`src/rtl/char_normalizer_pkg.sv`:
```
// Shared definitions for the character normalizer: ASCII constants, FSM states
// and the byte classifier.
package char_normalizer_pkg;

  localparam int unsigned BYTE_W = 8;
  localparam int unsigned WCNT_W = 16;

  localparam logic [BYTE_W-1:0] ASCII_SPACE = 8'h20;
  localparam logic [BYTE_W-1:0] ASCII_NUL   = 8'h00;
  localparam logic [BYTE_W-1:0] ASCII_TAB   = 8'h09;
  localparam logic [BYTE_W-1:0] ASCII_LF    = 8'h0A;
  localparam logic [BYTE_W-1:0] ASCII_CR    = 8'h0D;

  typedef enum logic [1:0] {
    ST_START = 2'd0,
    ST_WORD  = 2'd1,
    ST_GAP   = 2'd2
  } state_e;

  typedef enum logic [2:0] {
    CLS_LETTER = 3'd0,
    CLS_PRINT  = 3'd1,
    CLS_SPACE  = 3'd2,
    CLS_NUL    = 3'd3,
    CLS_JUNK   = 3'd4
  } char_class_e;

  function automatic char_class_e classify(input logic [BYTE_W-1:0] b);
    char_class_e c;
    if (b >= 8'h41 && b <= 8'h5A) begin
      c = CLS_LETTER;
    end else if (b >= 8'h21 && b <= 8'h7E) begin
      c = CLS_PRINT;
    end else if (b == ASCII_SPACE || b == ASCII_TAB || b == ASCII_LF || b == ASCII_CR) begin
      c = CLS_SPACE;
    end else if (b == ASCII_NUL) begin
      c = CLS_NUL;
    end else begin
      c = CLS_JUNK;
    end
    return c;
  endfunction

  // Only valid for 'A'-'Z'; upper and lower case differ in bit 5.
  function automatic logic [BYTE_W-1:0] to_lower(input logic [BYTE_W-1:0] b);
    return b | 8'h20;
  endfunction

endpackage

```
`src/rtl/char_normalizer_sync_fifo.sv`:
```
// Single-clock FIFO with naturally wrapping pointers and registered
// full/empty flags; head data is visible the edge after the push.
module sync_fifo #(
  parameter int unsigned DEPTH = 4,
  parameter int unsigned WIDTH = 8
) (
  input  logic                         clk,
  input  logic                         reset,
  input  logic                         push_i,
  input  logic [WIDTH-1:0]             data_i,
  input  logic                         pop_i,
  output logic [WIDTH-1:0]             data_o,
  output logic                         full_o,
  output logic                         empty_o,
  output logic [$clog2(DEPTH+1)-1:0]   count_o
);

  localparam int unsigned PTR_W = $clog2(DEPTH);
  localparam int unsigned CNT_W = $clog2(DEPTH + 1);

  logic [WIDTH-1:0] mem_q [DEPTH];
  logic [PTR_W-1:0] wr_ptr_q;
  logic [PTR_W-1:0] rd_ptr_q;
  logic [CNT_W-1:0] count_q;
  logic [CNT_W-1:0] count_d;
  logic             full_q;
  logic             empty_q;
  logic             do_push;
  logic             do_pop;

  assign do_push = push_i && !full_q;
  assign do_pop  = pop_i && !empty_q;

  always_comb begin
    count_d = count_q;
    case ({do_push, do_pop})
      2'b10:   count_d = count_q + CNT_W'(1);
      2'b01:   count_d = count_q - CNT_W'(1);
      default: count_d = count_q;
    endcase
  end

  always_ff @(posedge clk or posedge reset) begin
    if (reset) begin
      wr_ptr_q <= '0;
      rd_ptr_q <= '0;
      count_q  <= '0;
      full_q   <= 1'b0;
      empty_q  <= 1'b1;
    end else begin
      if (do_push) begin
        wr_ptr_q <= wr_ptr_q + PTR_W'(1);
      end
      if (do_pop) begin
        rd_ptr_q <= rd_ptr_q + PTR_W'(1);
      end
      count_q <= count_d;
      full_q  <= (count_d == CNT_W'(DEPTH));
      empty_q <= (count_d == CNT_W'(0));
    end
  end

  // Storage needs no reset: reads are masked by the empty flag downstream.
  always_ff @(posedge clk) begin
    if (do_push) begin
      mem_q[wr_ptr_q] <= data_i;
    end
  end

  assign data_o  = mem_q[rd_ptr_q];
  assign full_o  = full_q;
  assign empty_o = empty_q;
  assign count_o = count_q;

endmodule

```
`src/rtl/char_normalizer.sv`:
```
// Lowercases letters, collapses whitespace, drops junk and flushes on NUL,
// then buffers the normalized stream in a small FIFO for the checker.
module char_normalizer
  import char_normalizer_pkg::*;
#(
  parameter int unsigned DEPTH = 4
) (
  input  logic              clk,
  input  logic              reset,
  input  logic [BYTE_W-1:0] in,
  input  logic              in_valid,
  output logic              in_ready,
  output logic [BYTE_W-1:0] out,
  output logic              out_valid,
  input  logic              out_ready,
  output logic [WCNT_W-1:0] word_count
);

  localparam int unsigned CNT_W = $clog2(DEPTH + 1);

  state_e            state_q;
  state_e            state_d;
  logic [WCNT_W-1:0] word_count_q;
  logic [WCNT_W-1:0] word_count_d;
  char_class_e       cls;
  logic              accept;
  logic              push_c;
  logic [BYTE_W-1:0] push_data_c;
  logic              word_start_c;
  logic              pop;
  logic [BYTE_W-1:0] fifo_head;
  logic              fifo_full;
  logic              fifo_empty;
  logic [CNT_W-1:0]  fifo_count;

  assign cls    = classify(in);
  assign accept = in_valid && in_ready;
  assign pop    = out_valid && out_ready;

  // Next state, push request and word-start detection for the accepted byte.
  always_comb begin
    state_d      = state_q;
    push_c       = 1'b0;
    push_data_c  = ASCII_SPACE;
    word_start_c = 1'b0;
    if (accept) begin
      case (cls)
        CLS_LETTER: begin
          push_c       = 1'b1;
          push_data_c  = to_lower(in);
          word_start_c = (state_q != ST_WORD);
          state_d      = ST_WORD;
        end
        CLS_PRINT: begin
          push_c       = 1'b1;
          push_data_c  = in;
          word_start_c = (state_q != ST_WORD);
          state_d      = ST_WORD;
        end
        CLS_SPACE: begin
          if (state_q == ST_WORD) begin
            push_c  = 1'b1;
            state_d = ST_GAP;
          end
        end
        CLS_NUL: begin
          push_c  = (state_q == ST_WORD);
          state_d = ST_START;
        end
        default: begin
          state_d = state_q;
        end
      endcase
    end
  end

  always_comb begin
    word_count_d = word_count_q;
    if (word_start_c && (word_count_q != 16'hFFFF)) begin
      word_count_d = word_count_q + WCNT_W'(1);
    end
  end

  always_ff @(posedge clk or posedge reset) begin
    if (reset) begin
      state_q      <= ST_START;
      word_count_q <= '0;
    end else begin
      state_q      <= state_d;
      word_count_q <= word_count_d;
    end
  end

  sync_fifo #(
    .DEPTH (DEPTH),
    .WIDTH (BYTE_W)
  ) u_fifo (
    .clk     (clk),
    .reset   (reset),
    .push_i  (push_c),
    .data_i  (push_data_c),
    .pop_i   (pop),
    .data_o  (fifo_head),
    .full_o  (fifo_full),
    .empty_o (fifo_empty),
    .count_o (fifo_count)
  );

  assign in_ready   = !fifo_full;
  assign out_valid  = (fifo_count != CNT_W'(0));
  assign out        = fifo_empty ? ASCII_NUL : fifo_head;
  assign word_count = word_count_q;

endmodule
```
`config.mk`:
```
export PLATFORM = sky130hd
export DESIGN_NAME = char_normalizer
export DESIGN_NICKNAME = d
export VERILOG_FILES = /design/src/rtl/char_normalizer_pkg.sv /design/src/rtl/char_normalizer_sync_fifo.sv /design/src/rtl/char_normalizer.sv
export SDC_FILE = /design/constraint.sdc
export NUM_CORES = 1
export LEC_CHECK = 0
export BUFFER_PORTS_ARGS = -buffer_cell sky130_fd_sc_hd__buf_2
export CORE_UTILIZATION = 53
export CTS_BUF_LIST = sky130_fd_sc_hd__clkbuf_8
export DETAILED_ROUTE_END_ITERATION = 10
export PLACE_DENSITY = 0.82
export SETUP_SLACK_MARGIN = 0.5
export SLEW_MARGIN = 25
export SYNTH_ARGS = -nofsm -noshare
export SYNTH_HDL_FRONTEND = slang
export SYNTH_SLANG_ARGS = --single-unit
```
`constraint.sdc`:
```
create_clock -name clk -period 2.4 [get_ports clk]
set_clock_uncertainty 0.05 [all_clocks]
set_input_delay 0.48 -clock clk [delete_from_list [all_inputs] [get_ports clk]]
set_output_delay 0.48 -clock clk [all_outputs]
set_load 0.03 [all_outputs]
```
==> summary.md <==
| Metric | Value |
|---|---|
| Status | complete, but fails checks |
| Failing checks | setup timing |
| Share of cells above drive strength 1 | 48.44% |
| Layout Area Growth over Synthesis | 36.68% |
| MaxCap Viol Count | 0 |
| Final TNS setup | -0.4634 ns |
| Post-CTS Hold Buffers | 0 |
| Die Ht | 73.89 microns |
| Ports | 38 |
| Post-synthesis sequential area ratio | 59.80% |
| Slew Limit Fails | 0 |
| Post-synth EDFFs | 32 |
| LEAKAGE | 1.613 nW |
| Half-perimeter wire length after placement | 3.790 mm |
| Worst Setup End Kind | flop |
| GP Congestion | 0.8805 |
| Clock transition at the registers of the reported paths | 0.06 ns |
| CP startpoint | in[3] |
| Arr. time, crit path | 2.80 ns |
| Largest net degree at the start of global routing | 20 |
| Vias | 1956 |
| N_diodes | 0 |
| Multi-input gate area | 0.001210 sq mm |
| Nets | 303 |
| Worst hold margin | 0.2104 ns |
| GRT overflow | 0 |
| Die W | 73.89 microns |
| Final non-filler cell total | 356 |
| Yosys warns | 0 |
| Syn avg cell area | 13.83 sq um |
| Slack of the worst reg-to-reg path | 0.07 ns |
| Cells after DPL | 327 |
| Data required, critical path | 2.62 ns |
| DIE AREA | 0.005459 sq mm |
| Setup Crit Path Kind | in2reg |
| Global-route wire length before repair | 9.225 mm |
| Peak VDD IR | 0.6420 mV |
| Worst-Skew Late Latency | 0.33 ns |
| 1st-pass router iterations | 4 |
| Initial antenna violation count | 0 |
| Vias in the first global route | 1872 |
| Crit path launch type | primary input |
| Most used DFF post-synth | edfxtp_1 |
| Root buffer cell | clkbuf_8 |
| R2r startpoint | u_fifo.empty_o$_DFF_PP1_ |
| End of the critical path | u_fifo.empty_o$_DFF_PP1_ |
| Reg2reg end | u_fifo.full_o$_DFF_PP0_ |
| Rows | 25 |
| Tcrit/Tclk final | 107.3% |
| Setup slack after layout | -0.1759 ns |
| Iteration-0 DRC Markers | 145 |
| TritonCTS clock tree | yes |
| Slew @ Worst Pin | 0.7245 ns |
| Cts bufs inserted | 9 |
| Number of synthesized register bits | 59 |
| Final Hold Vio Count | 0 |
| Fillers | 293 |
| CORE AREA | 0.004848 sq mm |
| R2R cell count | 7 |
| Final WL | 6.146 mm |
| Final antenna-violating net count | 0 |
| Max-slew headroom | 51.65% |
| Total GRT Usage | 24.21% |
| Drt via density | 5.494 |
| IO buf count | 37 |
| Drt drc | 0 |
| Power per cell area | 1032 mW/mm^2 |
| Hold Crit Class | in2async |
| Syn Std Cell Area | 0.002739 sq mm |
| Synthesized netlist cell count | 198 |
| Num Clock Sinks | 59 |
| H-tree Lvls | 3 |
| Fmax | 388.2 MHz |
| Average wire per standard cell | 17.26 microns |
| Synth cell types | 41 |
| Async set-reset flop share out of synthesis | 45.76% |
| Worst-path maximum fanout | 3 |
| RSZ-0062 raised after global routing | yes |
| Final setup violating endpoints | 3 |
| Tmin final | 2.576 ns |
| CTS Buffer Depth | 2 |
| Initial core utilization | 56.49% |
| FF/Latch Area | 0.001647 sq mm |
cell type report:
type	count	area share, %
flip-flops and latches	59	43.98
multi-input cells	129	32.32
repair buffers	75	14.94
clock buffers	9	3.309
well taps	67	2.239
clock inverters	7	2.206
inverters	10	1.003
cell usage in the layout (no fill, tap or decap), types with 2 or more instances in the layout:
cell type	n
buf_4	34
edfxtp_1	32
buf_2	28
dfrtp_1	19
xnor2_1	15
nand3_1	12
buf_6	11
inv_1	9
nor2b_4	9
clkbuf_8	9
mux4_2	8
and3_1	7
nand4_1	7
dfrtp_2	7
nand2_1	6
ha_1	5
and2_1	4
conb_1	4
mux2_2	3
nor2_1	3
nor2b_1	3
o21ai_0	3
xor2_1	3
and2b_4	3
clkinv_2	3
o22ai_1	2
nor2_4	2
a21oi_1	2
and2_4	2
o21a_1	2
clkinv_1	2
bufinv_16	2
how the worst min path moves through the flow:
stage	startpoint	depth (start not counted)	end
after CTS	reset	2	word_count[13]$_DFFE_PP0P_
after floorplan	u_fifo.count_o[2]$_DFF_PP0_	1	u_fifo.count_o[2]$_DFF_PP0_
final	reset	2	word_count[0]$_DFFE_PP0P_
after detailed placement	word_count[6]$_DFFE_PP0P_	1	word_count[6]$_DFFE_PP0P_
after global placement	word_count[12]$_DFFE_PP0P_	1	word_count[12]$_DFFE_PP0P_
after global routing	reset	2	word_count[13]$_DFFE_PP0P_
per-stage QoR:
step	cell area, sq um	setup slack, ns	total power [mW]	util, %
detailed placement	3236	-0.5327	2.486	66.74
global route	3744	-0.2590	4.042	77.21
floorplan	2791	-0.4340	2.158	-
global placement	3236	-0.4410	2.441	66.74
CTS	3595	-0.1009	3.697	74.14
finish	3744	-0.1759	3.862	77.21
sequential cells by signal (all words and copies together) (netlist names):
name and count:
word_count 16, u_fifo.wr_ptr_q 2, u_fifo.empty_o 1, u_fifo.count_o 3, u_fifo.full_o 1, u_fifo.mem_q 32, u_fifo.rd_ptr_q 2, state_q 2
per-layer routing:
metal,GRT usage (%),part of all wire (%),vias up
li1,-,-,889
met1,30.48,42,991
met4,10.26,2.1,0
met3,5.761,4.2,13
met2,40.16,52,63
met5,0,0,-
critical path, cell delays in order:
cell and delay, ns:
buf_6 0.09, or4_4 0.56, o221ai_4 0.23, nor2_4 0.07
a31oi_4 0.18, ha_4 0.16, inv_2 0.04, fa_2 0.32
xor2_1 0.14, nor2_1 0.11, xor2_1 0.23, buf_4 0.15
nor2_2 0.03
cell usage after synthesis, types with 2 or more instances:
master | number | area share (%)
nor2b_1 | 12 | 2.7
ha_1 | 6 | 2.7
nand2_1 | 6 | 0.82
nor2_2 | 2 | 0.46
nor3b_1 | 2 | 0.55
nor2_1 | 4 | 0.55
mux2_2 | 3 | 1.2
mux4_2 | 8 | 6.6
and2b_1 | 3 | 0.82
dfrtp_1 | 26 | 24
nand4_1 | 7 | 1.6
and3_1 | 8 | 1.8
and2_1 | 6 | 1.4
o21a_1 | 2 | 0.55
xnor2_1 | 16 | 5.1
nand3_1 | 13 | 2.4
edfxtp_1 | 32 | 35
inv_1 | 10 | 1.4
or3_1 | 2 | 0.46
clkbuf_1 | 2 | 0.27
o21ai_0 | 3 | 0.55
a21oi_1 | 2 | 0.37
xor2_1 | 3 | 0.96
o22ai_1 | 2 | 0.46
or2_2 | 2 | 0.46
report_power, final:
group / total [mW] / switching [mW] / internal [mW]
Sequential: 1.38 / 0.160 / 1.22
Combinational: 1.53 / 0.702 / 0.828
Clock: 0.952 / 0.380 / 0.571
logic make-up after synthesis:
group                    Yosys count  share of synthesized area (%)
buffers and inverters             13                          1.827
flip-flops                        59                          59.80
AO/OA/AOI/OAI                     13                          4.248
other                              1                         0.1369
AND/OR/NAND/NOR                   73                          15.85
adder cells (fa/ha/maj)            7                          3.472
multiplexers                      13                          8.588
XOR/XNOR                          19                          6.076
timing repair:
action / 4_1_cts / 5_1_grt
cloned: 1 / 0
gates resized for setup: 25 / 31
hold endpoints to repair: 0 / 0
buffers inserted: 6 / 6
endpoints found under the setup margin: 51 / 61
pin swaps: 6 / 6
Power figures use the tool's default switching activity.
